==> config.mk <==
export PLATFORM = sky130hd
export DESIGN_NAME = wash_program_sequencer_flat
export DESIGN_NICKNAME = d
export VERILOG_FILES = /design/src/rtl/wash_pkg.sv /design/src/rtl/wash_program_sequencer_if.sv /design/src/rtl/wash_tick_gen.sv /design/src/rtl/wash_program_sequencer.sv /design/src/flat_wrapper.sv
export SDC_FILE = /design/constraint.sdc
export NUM_CORES = 1
export LEC_CHECK = 0
export CAP_MARGIN = 10
export CORE_MARGIN = 1
export CORE_UTILIZATION = 43
export CTS_CLUSTER_SIZE = 40
export DETAILED_ROUTE_END_ITERATION = 8
export HOLD_SLACK_MARGIN = 0.08
export PLACE_DENSITY = 0.73
export SLEW_MARGIN = 20
export SYNTH_ARGS = -nofsm -noshare
export SYNTH_HDL_FRONTEND = slang
export SYNTH_SLANG_ARGS = --single-unit
==> constraint.sdc <==
create_clock -name clk -period 4.3 [get_ports clk]
set_clock_uncertainty 0.15 [all_clocks]
set_input_delay 1.075 -clock clk [delete_from_list [all_inputs] [get_ports clk]]
set_output_delay 1.075 -clock clk [all_outputs]
set_load 0.02 [all_outputs]
==> src/rtl/wash_pkg.sv <==
// Shared codes, per-mode timing tables and BCD helper for the wash program sequencer.
// Pure declarations, so there is no latency and no backpressure.
package wash_pkg;

  typedef enum logic [1:0] {
    ST_IDLE  = 2'd0,
    ST_RUN   = 2'd1,
    ST_PAUSE = 2'd2,
    ST_DONE  = 2'd3
  } state_t;

  localparam logic [1:0] PH_IDLE  = 2'b00;
  localparam logic [1:0] PH_WASH  = 2'b01;
  localparam logic [1:0] PH_RINSE = 2'b10;
  localparam logic [1:0] PH_SPIN  = 2'b11;

  localparam logic [3:0] ACT_IDLE     = 4'd0;
  localparam logic [3:0] ACT_ROTATE   = 4'd1;
  localparam logic [3:0] ACT_STEW     = 4'd2;
  localparam logic [3:0] ACT_ADDWATER = 4'd3;
  localparam logic [3:0] ACT_DRAIN    = 4'd4;
  localparam logic [3:0] ACT_FSPIN    = 4'd5;
  localparam logic [3:0] ACT_RSPIN    = 4'd6;
  localparam logic [3:0] ACT_OFF      = 4'd10;

  localparam logic [3:0] LVL_FULL = 4'd8;

  // Seconds spent in each phase; spin-only runs its single phase for 15 s.
  function automatic logic [4:0] phase_len(input logic [1:0] m);
    case (m)
      2'b00:   return 5'd15;
      2'b01:   return 5'd10;
      2'b10:   return 5'd15;
      default: return 5'd20;
    endcase
  endfunction

  // Whole-program duration as two BCD digits {tens, ones}.
  function automatic logic [7:0] total_bcd(input logic [1:0] m);
    case (m)
      2'b00:   return 8'h15;
      2'b01:   return 8'h30;
      2'b10:   return 8'h45;
      default: return 8'h60;
    endcase
  endfunction

  function automatic logic [7:0] bcd_dec(input logic [7:0] v);
    if (v == 8'h00)
      return v;
    else if (v[3:0] == 4'd0)
      return {v[7:4] - 4'd1, 4'd9};
    else
      return {v[7:4], v[3:0] - 4'd1};
  endfunction

  function automatic logic [3:0] action_of(input logic [1:0] ph, input logic [4:0] step);
    case (ph)
      PH_WASH:  return step[0] ? ACT_STEW : ACT_ROTATE;
      PH_RINSE: begin
        case (step % 5'd3)
          5'd0:    return ACT_ADDWATER;
          5'd1:    return ACT_ROTATE;
          default: return ACT_DRAIN;
        endcase
      end
      PH_SPIN: begin
        case (step[1:0])
          2'd0:    return ACT_FSPIN;
          2'd2:    return ACT_RSPIN;
          default: return ACT_DRAIN;
        endcase
      end
      default:  return ACT_IDLE;
    endcase
  endfunction

endpackage

==> src/rtl/wash_program_sequencer_if.sv <==
// Button-side controls and display/lamp-side status of the wash program sequencer.
// Plain wires: no latency; pulses are single-cycle and never backpressured.
interface wash_program_sequencer_if;
  logic       en;
  logic       start_p;
  logic       abort_p;
  logic [1:0] mode;
  logic [1:0] phase;
  logic [3:0] action;
  logic [3:0] rem_tens;
  logic [3:0] rem_ones;
  logic [3:0] water_lvl;
  logic       busy;
  logic       paused;
  logic       done;

  modport master (
    output en, start_p, abort_p, mode,
    input  phase, action, rem_tens, rem_ones, water_lvl, busy, paused, done
  );

  modport slave (
    input  en, start_p, abort_p, mode,
    output phase, action, rem_tens, rem_ones, water_lvl, busy, paused, done
  );
endinterface

==> src/rtl/wash_tick_gen.sv <==
// Prescaler giving a one-second tick and eighth-second strobes while counting is enabled.
// Strobes decode the registered count (0 cycles); holding run low freezes the count.
module wash_tick_gen #(
  parameter int TICK_DIV = 100_000_000
) (
  input  logic clk,
  input  logic rst,
  input  logic run,
  input  logic clr,
  output logic tick,
  output logic eighth
);

  localparam int CW = $clog2(TICK_DIV);
  localparam logic [CW-1:0] CNT_MAX = CW'(TICK_DIV - 1);
  localparam logic [CW-1:0] SUB_MAX = CW'(TICK_DIV / 8 - 1);

  logic [CW-1:0] cnt;
  logic [CW-1:0] sub;

  // sub wraps eight times per cnt period because TICK_DIV is a multiple of 8.
  always_ff @(posedge clk or negedge rst) begin
    if (!rst) begin
      cnt <= '0;
      sub <= '0;
    end else if (clr) begin
      cnt <= '0;
      sub <= '0;
    end else if (run) begin
      cnt <= (cnt == CNT_MAX) ? '0 : cnt + CW'(1);
      sub <= (sub == SUB_MAX) ? '0 : sub + CW'(1);
    end
  end

  assign tick   = run && (cnt == CNT_MAX);
  assign eighth = run && (sub == SUB_MAX);

endmodule

==> src/rtl/wash_program_sequencer.sv <==
// Washer program controller: WASH -> RINSE -> SPIN on a 1 s time base with pause/abort.
// Outputs update on the edge closing a tick cycle; en low freezes everything, no backpressure.
module wash_program_sequencer
  import wash_pkg::*;
#(
  parameter int TICK_DIV = 100_000_000
) (
  input  logic                     clk,
  input  logic                     rst,
  wash_program_sequencer_if.slave  bus
);

  state_t     state_q, state_d;
  logic [1:0] mode_q, mode_d;
  logic [1:0] phase_q, phase_d;
  logic [4:0] sec_q, sec_d;
  logic [4:0] step_q, step_d;
  logic [7:0] rem_q, rem_d;
  logic [3:0] lvl_q, lvl_d;
  logic [3:0] act_q, act_d;
  logic       busy_q, busy_d;
  logic       paused_q, paused_d;
  logic       done_q, done_d;

  logic       run;
  logic       clr;
  logic       tick;
  logic       eighth;
  logic       go_idle;
  logic [4:0] sec_inc;

  assign run = bus.en && (state_q == ST_RUN);
  assign clr = bus.en && ((state_q == ST_IDLE) || (state_d == ST_IDLE));

  wash_tick_gen #(.TICK_DIV(TICK_DIV)) u_tick (
    .clk    (clk),
    .rst    (rst),
    .run    (run),
    .clr    (clr),
    .tick   (tick),
    .eighth (eighth)
  );

  always_comb begin
    state_d = state_q;
    mode_d  = mode_q;
    phase_d = phase_q;
    sec_d   = sec_q;
    step_d  = step_q;
    rem_d   = rem_q;
    lvl_d   = lvl_q;
    act_d   = act_q;
    go_idle = 1'b0;
    sec_inc = sec_q + 5'd1;

    if (bus.en) begin
      case (state_q)
        ST_IDLE: begin
          if (bus.start_p) begin
            state_d = ST_RUN;
            mode_d  = bus.mode;
            rem_d   = total_bcd(bus.mode);
            sec_d   = '0;
            step_d  = '0;
            phase_d = (bus.mode == 2'b00) ? PH_SPIN : PH_WASH;
            lvl_d   = (bus.mode == 2'b00) ? 4'd0 : LVL_FULL;
            act_d   = action_of(phase_d, 5'd0);
          end
        end
        ST_RUN: begin
          if (eighth) begin
            if (act_q == ACT_ADDWATER && lvl_q != LVL_FULL)
              lvl_d = lvl_q + 4'd1;
            else if (act_q == ACT_DRAIN && lvl_q != 4'd0)
              lvl_d = lvl_q - 4'd1;
          end
          if (tick) begin
            rem_d  = bcd_dec(rem_q);
            sec_d  = sec_inc;
            step_d = step_q + 5'd1;
            if (sec_inc == phase_len(mode_q)) begin
              sec_d  = '0;
              step_d = '0;
              if (phase_q == PH_SPIN)
                state_d = ST_DONE;
              else
                phase_d = phase_q + 2'd1;
            end
            if (state_d == ST_DONE) begin
              act_d = ACT_OFF;
              lvl_d = 4'd0;
              rem_d = 8'h00;
            end else begin
              act_d = action_of(phase_d, step_d);
            end
          end
          // A start pulse that lands on a tick pauses only after the tick is taken.
          if (bus.start_p && state_d == ST_RUN)
            state_d = ST_PAUSE;
        end
        ST_PAUSE: begin
          if (bus.start_p)
            state_d = ST_RUN;
        end
        default: begin
          if (bus.start_p)
            go_idle = 1'b1;
        end
      endcase

      if (bus.abort_p && state_q != ST_IDLE)
        go_idle = 1'b1;

      if (go_idle) begin
        state_d = ST_IDLE;
        phase_d = PH_IDLE;
        sec_d   = '0;
        step_d  = '0;
        rem_d   = 8'h00;
        lvl_d   = 4'd0;
        act_d   = ACT_IDLE;
      end
    end

    busy_d   = (state_d == ST_RUN) || (state_d == ST_PAUSE);
    paused_d = (state_d == ST_PAUSE);
    done_d   = (state_d == ST_DONE);
  end

  always_ff @(posedge clk or negedge rst) begin
    if (!rst) begin
      state_q  <= ST_IDLE;
      mode_q   <= 2'b00;
      phase_q  <= PH_IDLE;
      sec_q    <= '0;
      step_q   <= '0;
      rem_q    <= 8'h00;
      lvl_q    <= 4'd0;
      act_q    <= ACT_IDLE;
      busy_q   <= 1'b0;
      paused_q <= 1'b0;
      done_q   <= 1'b0;
    end else begin
      state_q  <= state_d;
      mode_q   <= mode_d;
      phase_q  <= phase_d;
      sec_q    <= sec_d;
      step_q   <= step_d;
      rem_q    <= rem_d;
      lvl_q    <= lvl_d;
      act_q    <= act_d;
      busy_q   <= busy_d;
      paused_q <= paused_d;
      done_q   <= done_d;
    end
  end

  assign bus.phase     = phase_q;
  assign bus.action    = act_q;
  assign bus.rem_tens  = rem_q[7:4];
  assign bus.rem_ones  = rem_q[3:0];
  assign bus.water_lvl = lvl_q;
  assign bus.busy      = busy_q;
  assign bus.paused    = paused_q;
  assign bus.done      = done_q;

endmodule

==> src/flat_wrapper.sv <==
// flat-port wrapper written by rule: the top's interface ports become plain ports
module wash_program_sequencer_flat import wash_pkg::*;
#(
  parameter int TICK_DIV = 100_000_000
)
  (clk, rst, bus_en, bus_start_p, bus_abort_p, bus_mode, bus_phase, bus_action, bus_rem_tens, bus_rem_ones, bus_water_lvl, bus_busy, bus_paused, bus_done);
  wash_program_sequencer_if bus_i ();
  input  logic clk;
  input  logic rst;
  input wire logic [$bits(bus_i.en)-1:0] bus_en;
  input wire logic [$bits(bus_i.start_p)-1:0] bus_start_p;
  input wire logic [$bits(bus_i.abort_p)-1:0] bus_abort_p;
  input wire logic [$bits(bus_i.mode)-1:0] bus_mode;
  output wire logic [$bits(bus_i.phase)-1:0] bus_phase;
  output wire logic [$bits(bus_i.action)-1:0] bus_action;
  output wire logic [$bits(bus_i.rem_tens)-1:0] bus_rem_tens;
  output wire logic [$bits(bus_i.rem_ones)-1:0] bus_rem_ones;
  output wire logic [$bits(bus_i.water_lvl)-1:0] bus_water_lvl;
  output wire logic [$bits(bus_i.busy)-1:0] bus_busy;
  output wire logic [$bits(bus_i.paused)-1:0] bus_paused;
  output wire logic [$bits(bus_i.done)-1:0] bus_done;
  assign bus_i.en = bus_en;
  assign bus_i.start_p = bus_start_p;
  assign bus_i.abort_p = bus_abort_p;
  assign bus_i.mode = bus_mode;
  assign bus_phase = bus_i.phase;
  assign bus_action = bus_i.action;
  assign bus_rem_tens = bus_i.rem_tens;
  assign bus_rem_ones = bus_i.rem_ones;
  assign bus_water_lvl = bus_i.water_lvl;
  assign bus_busy = bus_i.busy;
  assign bus_paused = bus_i.paused;
  assign bus_done = bus_i.done;
  wash_program_sequencer #(.TICK_DIV(TICK_DIV)) u_core (.clk(clk), .rst(rst), .bus(bus_i));
endmodule
Word-level counts from Yosys, hierarchy flattened
Cells that the tools add are included.

Bits in registers: 89. Latch bits: 0. RAM bits: 0. Bits in read-only memories: 0. Input port bits: 7. Output and inout bits: 21. Word-level logic and storage cells: 160. Memories: 0.

Add/subtract/negate cells: 9. Multiply operators: 0. Divide/modulo/power cells: 1. $lt $le $gt $ge: 0. Equal/unequal tests: 30. Shift operators: 0. Mux-type cells: 76. Bitwise logic cells: 0. Reductions and logical operators: 30.

Operators with widths (count): 27-bit 2-to-1 mux (6); 5-bit 2-to-1 mux (13); 27-bit by 1-bit adder with 27-bit output, second input constant (2); 4-bit 2-to-1 mux (12); 8-bit 2-to-1 mux (6); 2-bit 2-to-1 mux (22); 5-bit one-hot mux with 2 select lines (3); 27-bit by 24-bit equality test with 1-bit output, second input constant (1); 27-bit equality test, second input constant (1); 2-bit equality test, second input constant (12); 7-bit one-hot mux with 3 select lines (1); 4-bit one-hot mux with 2 select lines (2); 8-bit one-hot mux with 2 select lines (1); 2-bit by 1-bit equality test with 1-bit output, second input constant (7); 4-bit != test, second input constant (3); 2-bit one-hot mux with 2 select lines (3); 4-bit one-hot mux with 3 select lines (1); 4-bit by 1-bit subtractor with 4-bit output, second input constant (3); 5-bit by 1-bit adder with 5-bit output, second input constant (2); 2-bit logical NOT (5); 3-bit one-hot mux with 3 select lines (1); 1-bit logical AND (8); 8-bit logical NOT (1); 3-bit one-hot mux with 2 select lines (1); 22 further kinds (29).

Longest topological paths before layout
Gate-level depths: netlist of the first run.

Depth in word-level cells: 24. Mapped depth: 18. Mapped depth without buffers: 17.

Cells and area by module
Synthesis of the first run repeated with hierarchy kept, for this count alone.

Cells, all modules: 670. Area, all modules: 5764.3 um2.

By module, submodules not included: wash_tick_gen (instances 1, cells each 347, area each 3113.0 um2, sequential area each 1351.3 um2); wash_program_sequencer (instances 1, cells each 323, area each 2651.3 um2, sequential area each 875.8 um2).

Least setup slack after synthesis of the first run
No wires, ideal clock.

Path kind: flip-flop to flip-flop. Start: register u_core.sec_q[0]. End: register u_core.act_q[0], in the netlist u_core.bus.action[0]. Library setup time: 0.076 ns. Arrival: 3.780 ns. Data required time: 4.074 ns. Path slack: 0.294 ns. Cell stages (with the launch flop): 15. Buffers on the path: 1. Clock period less this slack: 4.006 ns. Cells stage by stage: dfrtp_1 > ha_1 > nand3b_1 > nor4_2 > or2_2 > clkbuf_1 > nor2_1 > ha_1 > o21ba_2 > a211o_1 > a311oi_2 > a21boi_2 > nor3b_1 > or4_1 > o21ai_1.

Cells in the longest elaborated chain, start to end: 14. Elaborated cells between the ends (all ways): 31. Classes of those cells: add/sub (1); div (1); eq/ne (7); mux (20); reduce/logical (2).

RTL lines: from (decl) (RTL line wash_program_sequencer.sv:16) `logic [4:0] sec_q, sec_d;`; from (signal assigned) (RTL line wash_program_sequencer.sv:135) `sec_q <= '0;`; from (signal assigned) (RTL line wash_program_sequencer.sv:147) `sec_q <= sec_d;`; 5-bit by 1-bit adder with 5-bit output * (RTL line wash_program_sequencer.sv:54) `sec_inc = sec_q + 5'd1;`; 5-bit equality test * (RTL line wash_program_sequencer.sv:81) `if (sec_inc == phase_len(mode_q)) begin`; 5-bit 2-to-1 mux (RTL line wash_program_sequencer.sv:81); 5-bit 2-to-1 mux (RTL line wash_program_sequencer.sv:77) `if (tick) begin`; 5-bit 2-to-1 mux (RTL line wash_program_sequencer.sv:57) `case (state_q)`; 5-bit 2-to-1 mux (RTL line wash_program_sequencer.sv:56) `if (bus.en) begin`; 5-bit by 2-bit remainder unit with 5-bit output (RTL line wash_pkg.sv:61) `case (step % 5'd3)`; 5-bit by 1-bit equality test with 1-bit output or 5-bit logical NOT (tied branches) (RTL line wash_pkg.sv:61); 3-bit one-hot mux with 2 select lines (RTL line wash_pkg.sv:61); 4-bit one-hot mux with 3 select lines (RTL line wash_pkg.sv:58) `case (ph)`; 4-bit 2-to-1 mux * (RTL line wash_program_sequencer.sv:89) `if (state_d == ST_DONE) begin`; 4-bit 2-to-1 mux * (RTL line wash_program_sequencer.sv:77); 4-bit one-hot mux with 2 select lines * (RTL line wash_program_sequencer.sv:57); 4-bit 2-to-1 mux * (RTL line wash_program_sequencer.sv:114) `if (go_idle) begin`; to (signal assigned) (RTL line wash_program_sequencer.sv:151) `act_q <= act_d;`; to (decl) (RTL line wash_program_sequencer.sv:20) `logic [3:0] act_q, act_d;`.

Every way passes the cells marked *; elsewhere a longest branch is shown, timed or not. The select of a mux whose other input is x is not followed. A chain may end at the register's enable or synchronous reset.

Worst setup path in the final report of the first run
Start: register u_core.step_q[1]. End: register u_core.act_q[0], in the netlist u_core.bus.action[0].

Cells in the longest elaborated chain, start to end: 13. Elaborated cells between the ends (all ways): 17. Classes of those cells: add/sub (1); div (1); eq/ne (2); mux (11); reduce/logical (2).

RTL lines: from (decl) (RTL line wash_program_sequencer.sv:17) `logic [4:0] step_q, step_d;`; from (signal assigned) (RTL line wash_program_sequencer.sv:148) `step_q <= step_d;`; 5-bit by 1-bit adder with 5-bit output * (RTL line wash_program_sequencer.sv:80) `step_d = step_q + 5'd1;`; 5-bit 2-to-1 mux * (RTL line wash_program_sequencer.sv:81); 5-bit 2-to-1 mux * (RTL line wash_program_sequencer.sv:77); 5-bit 2-to-1 mux * (RTL line wash_program_sequencer.sv:57); 5-bit 2-to-1 mux * (RTL line wash_program_sequencer.sv:56); 5-bit by 2-bit remainder unit with 5-bit output (RTL line wash_pkg.sv:61); 5-bit by 1-bit equality test with 1-bit output or 5-bit logical NOT (tied branches) (RTL line wash_pkg.sv:61); 3-bit one-hot mux with 2 select lines (RTL line wash_pkg.sv:61); 4-bit one-hot mux with 3 select lines * (RTL line wash_pkg.sv:58); 4-bit 2-to-1 mux * (RTL line wash_program_sequencer.sv:89); 4-bit 2-to-1 mux * (RTL line wash_program_sequencer.sv:77); 4-bit one-hot mux with 2 select lines * (RTL line wash_program_sequencer.sv:57); 4-bit 2-to-1 mux * (RTL line wash_program_sequencer.sv:114).

Marked as above.

==> impl_metrics.tcl, run 1 <==
set metrics [dict create \
    wirelength_um 13700 \
    met1_usage 0.283 \
    start_util 0.446 \
    io_pins 28 \
    fin_util 0.512 \
    gp_congestion 0.872 \
    postCtsSetupBuffers 0 \
    vias_per_cell 5.95 \
    timing.final.ws_setup_ps 286 \
    max_stage_delay_ps 480 \
    crit_arrival_ps 4150 \
    ys_async_sr_fraction 1.00 \
    cp_max_fo 9 \
    ys_ff_latch 89 \
    max_slew_margin 0.480 \
    grt_use_total 0.214 \
    overflow 0 \
    port_buffers 27 \
    grt_max_degree 84 \
    power_density_nw_per_um2 370 \
    yosys.area_share.simple 0.249 \
    fp.dieW_um 117 \
    grt_pass1_wl_um 23200 \
    endpoint_kind "flip-flop" \
    status "finished, final reports clean" \
    min_period_ps 4010 \
    use_met2 0.346 \
    syn_inst 680 \
    hold_class "flip-flop to flip-flop" \
    synthAdderAreaFrac 0.0330 \
    drt_iter0_drc 295 \
    r2r-start "u_core.step_q[1]$_DFFE_PN0P_" \
    required_ps 4430 \
    reg2reg_depth 14 \
    ctsLongestPathBuffers 2 \
    antenna_cells 0 \
    synth_top_area_cell "dfrtp_1" \
    final-hold-violation-count 0 \
    synth_fp_nets 702 \
    core-area_um2 12800 \
    cts_tree "yes" \
    area_growth_pct 14.8 \
    tightestPinTransition_ps 780 \
    multi_input_area_um2 3240 \
    fmax_mhz 249 \
    clkLatencyLatePin_ps 350 \
    yosys-top-cells-area "dfrtp_1, o21ai_0, nand2_1" \
    ys.flop_type "dfrtp_1" \
    die_area_um2 13700 \
    peakVddDrop_mv 0.330 \
    seq_area_um2 2230 \
    fill_cells 1161 \
    fin_nets 725 \
    cts.sink_count 89 \
    vias 5236 \
    drt-wirelength-per-cell_um 15.6 \
    crit_slowest_cell "dfrtp_1" \
    ant_nets 0 \
    drc 0 \
    grt_pass1_vias 4893 \
    netlist_area_um2 5690 \
    antenna_found_initial 0 \
    clk_pin_slew_ps 70 \
    cp_cell_sequence "ha_1 -> or3b_1 -> a21boi_0 -> o22ai_1 -> nor2_1 -> nor2_1 -> ha_1 -> o21ba_2 -> a211o_1 -> a311oi_2 -> a21boi_2 -> nor3b_1 -> or4_1 -> o21ai_1" \
    placement.setup.worst_slack_ps -13.1 \
    synthTopCellsByCount "dfrtp_1, nand2_1, o21ai_0, nor2_1, a21oi_1" \
    final_area_um2 6540 \
    timing.rr.end "u_core.bus.action[0]$_DFFE_PN0P_" \
    min_period_over_period 0.933 \
    crit_start "u_core.step_q[1]$_DFFE_PN0P_" \
    ys.warnings.count 0 \
    fin_hold_ws_ps 347 \
    leakagePower_nw 2.69 \
    met3_usage 0.0536 \
    busiest_layer "met2" \
    synth_compound_area_frac 0.238 \
    synth.distinct_cells 77 \
    placed_area_um2 6180 \
    r2r_slack_ps 290 \
    setup_viol 0 \
    synth_edf_count 0 \
    synth_top_family_by_area "simple AND/OR/NAND/NOR gates" \
    cp-endpoint "u_core.bus.action[0]$_DFFE_PN0P_" \
    num_rows 41 \
    cts_htree_levels 3 \
    yosysMostFrequentCell "dfrtp_1" \
    cp-start-kind "flip-flop" \
    cts-root-buf "clkbuf_16" \
    crit_type "flip-flop to flip-flop" \
    hpwl_um 9460 \
    cts_made_buffers 9 \
    synth_xor_area_frac 0.0354 \
    p_total_mw 2.42 \
    finalMaxSlewViolations 0 \
    die_h_um 117 \
    drv_cap 0 \
    syn_avg_cell_area_um2 8.37 \
    synthMuxAreaShare 0.00945 \
    ys_seq_area_frac 0.391 \
    dr.pass1.iters 5 \
    synth_top_area_frac 0.391 \
    drive_gt1_frac 0.0918 \
]
## worst max-delay path: cells and delay by family (launching register included)
kind	cells	cell delay, ps
AO/OA/AOI/OAI	7	1680
adder cells (fa/ha/maj)	2	510
flip-flops	1	480
AND/OR/NAND/NOR	5	1120
## cell usage in the layout, fill, tap and decap left out, types with 4 or more instances in the layout
master,n
o22a_1,4
o31ai_1,17
nand3b_1,5
buf_4,23
dfrtp_1,89
nor3b_1,5
and4_1,4
a31oi_1,17
nand2_1,76
a21oi_1,37
xor2_1,10
nor2b_1,6
xnor2_1,12
or2_2,4
o22ai_1,4
clkbuf_16,9
o21ai_0,76
and3_1,13
nand4_1,14
inv_1,22
and2_1,7
clkdlybuf4s50_1,26
nor3_1,11
ha_1,15
a21o_1,4
nor4b_1,5
a22o_1,7
nand3_1,36
nor2_1,68
## worst min path at each step
stage,cells past startpoint,slack (ps),from,to
after CTS,1,350,u_core.u_tick.cnt[15]$_DFFE_PN0P_,u_core.u_tick.cnt[15]$_DFFE_PN0P_
after floorplan,1,290,u_core.u_tick.cnt[26]$_DFFE_PN0P_,u_core.u_tick.cnt[26]$_DFFE_PN0P_
after detailed placement,1,330,u_core.u_tick.cnt[26]$_DFFE_PN0P_,u_core.u_tick.cnt[26]$_DFFE_PN0P_
after global placement,1,320,u_core.u_tick.cnt[26]$_DFFE_PN0P_,u_core.u_tick.cnt[26]$_DFFE_PN0P_
final,1,350,u_core.u_tick.cnt[15]$_DFFE_PN0P_,u_core.u_tick.cnt[15]$_DFFE_PN0P_
after global routing,1,370,u_core.u_tick.cnt[16]$_DFFE_PN0P_,u_core.u_tick.cnt[16]$_DFFE_PN0P_
## report_power, final
group,internal (mW),leakage [nW],switching [mW]
clock network,0.527,0.163,0.342
registers,0.909,1.21,0.0970
logic,0.231,1.31,0.313
total,1.67,2.69,0.752
## area by class of cell
| class | count | area share |
|---|---|---|
| multi-input combinational | 531 | 0.496 |
| timing repair buffer | 50 | 0.0680 |
| clock buffer | 10 | 0.0366 |
| inverter | 22 | 0.0126 |
| clock inverter | 6 | 0.0134 |
| sequential | 89 | 0.341 |
| tap | 172 | 0.0329 |
## through the flow
step	instances	setup TNS [ps]
5_1_grt	880	-6.65
2_1_floorplan	680	0
3_5_place_dp	864	-20.1
6_report	880	0
3_3_place_gp	864	0
4_1_cts	880	0
## layer usage
layer,share of wire,vias to the layer above,wire [um]
met1,0.46,2537,6370
met2,0.47,147,6510
li1,-,2531,-
met4,0.014,0,195
met5,0,-,0
met3,0.046,21,635
## timing repair
action,in CTS,in global routing
resized for setup,0,5
endpoints found under the setup margin,0,5
hold buffers,0,0
## state kept, by name (all words and copies together), names as in the netlist
register	cells
u_core.state_q	2
u_core.bus.action	4
u_core.u_tick.sub	27
u_core.sec_q	5
u_core.bus.paused	1
u_core.bus.water_lvl	4
u_core.rem_q	8
u_core.u_tick.cnt	27
u_core.mode_q	2
u_core.bus.done	1
u_core.bus.phase	2
u_core.bus.busy	1
u_core.step_q	5
## logic make-up (layout without fill, tap and decap cells)
kind of cell	count (synthesis)	count (layout)
xor+xnor	23	23
flops	89	89
compound gates	209	209
fa+ha+maj	15	15
mux	5	5
buf+inv	60	88
simple gates	279	279
Note: power is estimated with default switching activity, not from simulation.
==> run 2: changes to the inputs <==
--- a/config.mk
+++ b/config.mk
@@ -6,12 +6,14 @@
 export NUM_CORES = 1
 export LEC_CHECK = 0
 export CAP_MARGIN = 10
+export CELL_PAD_IN_SITES_DETAIL_PLACEMENT = 2
+export CELL_PAD_IN_SITES_GLOBAL_PLACEMENT = 2
 export CORE_MARGIN = 1
-export CORE_UTILIZATION = 43
+export CORE_UTILIZATION = 34
 export CTS_CLUSTER_SIZE = 40
 export DETAILED_ROUTE_END_ITERATION = 8
 export HOLD_SLACK_MARGIN = 0.08
-export PLACE_DENSITY = 0.73
+export PLACE_DENSITY = 0.87
 export SLEW_MARGIN = 20
 export SYNTH_ARGS = -nofsm -noshare
 export SYNTH_HDL_FRONTEND = slang
==> run 2 against run 1 <==
  * Core utilization is 10 points lower
  * Clock power is 4.3% lower
  * Sequential share of layout area is 0.46 points lower
  * Register-to-register slack worse by 90 ps
  * Flip-flop and latch count unchanged
  * Critical endpoint unchanged
  * Largest cell class unchanged
  * Largest power group unchanged
==> impl_metrics.tcl, run 2 (synthesis gave the netlist of run 1 again) <==
set metrics [dict create \
    io_pins 28 \
    drt_iter0_drc 213 \
    cts_tree "yes" \
    ant_nets 0 \
    cts_made_buffers 9 \
    peakVddDrop_mv 0.220 \
    crit_arrival_ps 4250 \
    finalMaxSlewViolations 0 \
    num_rows 46 \
    finalSetupTns_ps 0 \
    ctsLongestPathBuffers 2 \
    cts_htree_levels 3 \
    vias 5557 \
    start_util 0.353 \
    fin_cells 932 \
    hold_depth 1 \
    tightestPinTransition_ps 985 \
    drv_cap 0 \
    crit_slowest_cell "or4_1" \
    clk_pin_slew_ps 70 \
    reg2reg_depth 14 \
    grt_pass1_vias 6279 \
    placement.setup.worst_slack_ps -86.4 \
    port_buffers 27 \
    cp_cell_sequence "ha_1 -> or3b_1 -> a21boi_0 -> o22ai_1 -> nor2_1 -> nor2_1 -> ha_1 -> o21ba_2 -> a211o_1 -> a311oi_2 -> a21boi_4 -> nor3b_1 -> or4_1 -> o21ai_1" \
    overflow 0 \
    antenna_found_initial 0 \
    dp.cells 916 \
    drc 0 \
    area_growth_pct 16.4 \
    max_stage_delay_ps 490 \
    r2r_slack_ps 190 \
    gp_congestion 0.833 \
    final-hold-violation-count 0 \
    crit_start "u_core.step_q[1]$_DFFE_PN0P_" \
    hpwl_um 13700 \
    min_period_over_period 0.955 \
    fin_hold_ws_ps 343 \
    vias_per_cell 5.96 \
    fin_nets 733 \
    postCtsSetupBuffers 0 \
    status "finished, final reports clean" \
    die_h_um 131 \
    hold_class "flip-flop to flip-flop" \
    power_density_nw_per_um2 368 \
    drive_gt1_frac 0.102 \
    die_area_um2 17300 \
    endpoint_kind "flip-flop" \
    cp_max_fo 9 \
    antenna_cells 0 \
    placed_area_um2 6300 \
    final_cell_mix "dfrtp_1, nand2_1, o21ai_0" \
    core-area_um2 16100 \
    leakagePower_nw 2.71 \
    drt-wirelength-per-cell_um 20.7 \
    setup_viol 0 \
    clkLatencyLatePin_ps 360 \
    fmax_mhz 244 \
    grt_use_total 0.235 \
    dr.pass1.iters 5 \
    r2r-start "u_core.step_q[1]$_DFFE_PN0P_" \
    timing.final.ws_setup_ps 194 \
    cts.sink_count 89 \
    required_ps 4440 \
    cp-endpoint "u_core.bus.action[0]$_DFFE_PN0P_" \
    grt_max_degree 73 \
    layout_commonest_cell "dfrtp_1" \
    crit_type "flip-flop to flip-flop" \
    final_area_um2 6630 \
    max_slew_margin 0.343 \
    cp-start-kind "flip-flop" \
    timing.rr.end "u_core.bus.action[0]$_DFFE_PN0P_" \
    fp.dieW_um 131 \
    min_period_ps 4110 \
    cts-root-buf "clkbuf_16" \
    largestRegisters "u_core.u_tick.cnt: 27 flops, u_core.u_tick.sub: 27 flops, u_core.rem_q: 8 flops" \
    grt_pass1_wl_um 32700 \
    wirelength_um 19300 \
]
-- run 2: routing by layer --
metal	vias to the layer above	track usage	wire, um
li1	2542	-	-
met1	2885	0.265	8130
met2	86	0.433	10200
met3	44	0.0421	472
met4	0	0.0963	480
met5	-	0	0
-- run 2: worst min path at each step --
stage                                        end                               from
2_1_floorplan  u_core.u_tick.cnt[26]$_DFFE_PN0P_  u_core.u_tick.cnt[26]$_DFFE_PN0P_
6_report       u_core.u_tick.cnt[15]$_DFFE_PN0P_  u_core.u_tick.cnt[15]$_DFFE_PN0P_
5_1_grt        u_core.u_tick.cnt[15]$_DFFE_PN0P_  u_core.u_tick.cnt[15]$_DFFE_PN0P_
3_3_place_gp   u_core.u_tick.cnt[15]$_DFFE_PN0P_  u_core.u_tick.cnt[15]$_DFFE_PN0P_
3_5_place_dp   u_core.u_tick.cnt[15]$_DFFE_PN0P_  u_core.u_tick.cnt[15]$_DFFE_PN0P_
4_1_cts        u_core.u_tick.cnt[15]$_DFFE_PN0P_  u_core.u_tick.cnt[15]$_DFFE_PN0P_
-- run 2: layout make-up --
| cell class | count | area [um2] |
|---|---|---|
| flip-flops and latches | 89 | 2230 |
| fillers | 1832 | 9490 |
| well taps | 216 | 270 |
| inverters | 22 | 82.6 |
| clock buffers | 9 | 225 |
| repair buffers | 58 | 500 |
| multi-input cells | 531 | 3240 |
| clock inverters | 7 | 78.8 |
-- run 2: timing repair --
| action | CTS | global route |
|---|---|---|
| hold buffers | 0 | 0 |
| gates resized for setup | 0 | 7 |
| setup endpoints to repair | 0 | 10 |
-- run 2: worst max-delay path, delay by kind of cell (launching register included) --
family	cells	cell delay (ps)
adders and majority gates	2	580
DFF	1	480
and+or+nand+nor	5	1200
AOI/OAI and AO/OA	7	1630
-- run 2: power breakdown --
group          leakage [nW]  total (mW)  switching (mW)  internal, mW
registers              1.21        1.02           0.113         0.908
logic                  1.36       0.589           0.351         0.238
clock network         0.138       0.832           0.377         0.455
total                  2.71        2.44           0.841          1.60
-- run 2: stage by stage --
stage | util | total power [mW]
3_3_place_gp | 0.391 | 1.56
4_1_cts | 0.410 | 2.46
3_5_place_dp | 0.391 | 1.60
2_1_floorplan | - | 1.33
5_1_grt | 0.411 | 2.55
6_report | 0.411 | 2.44
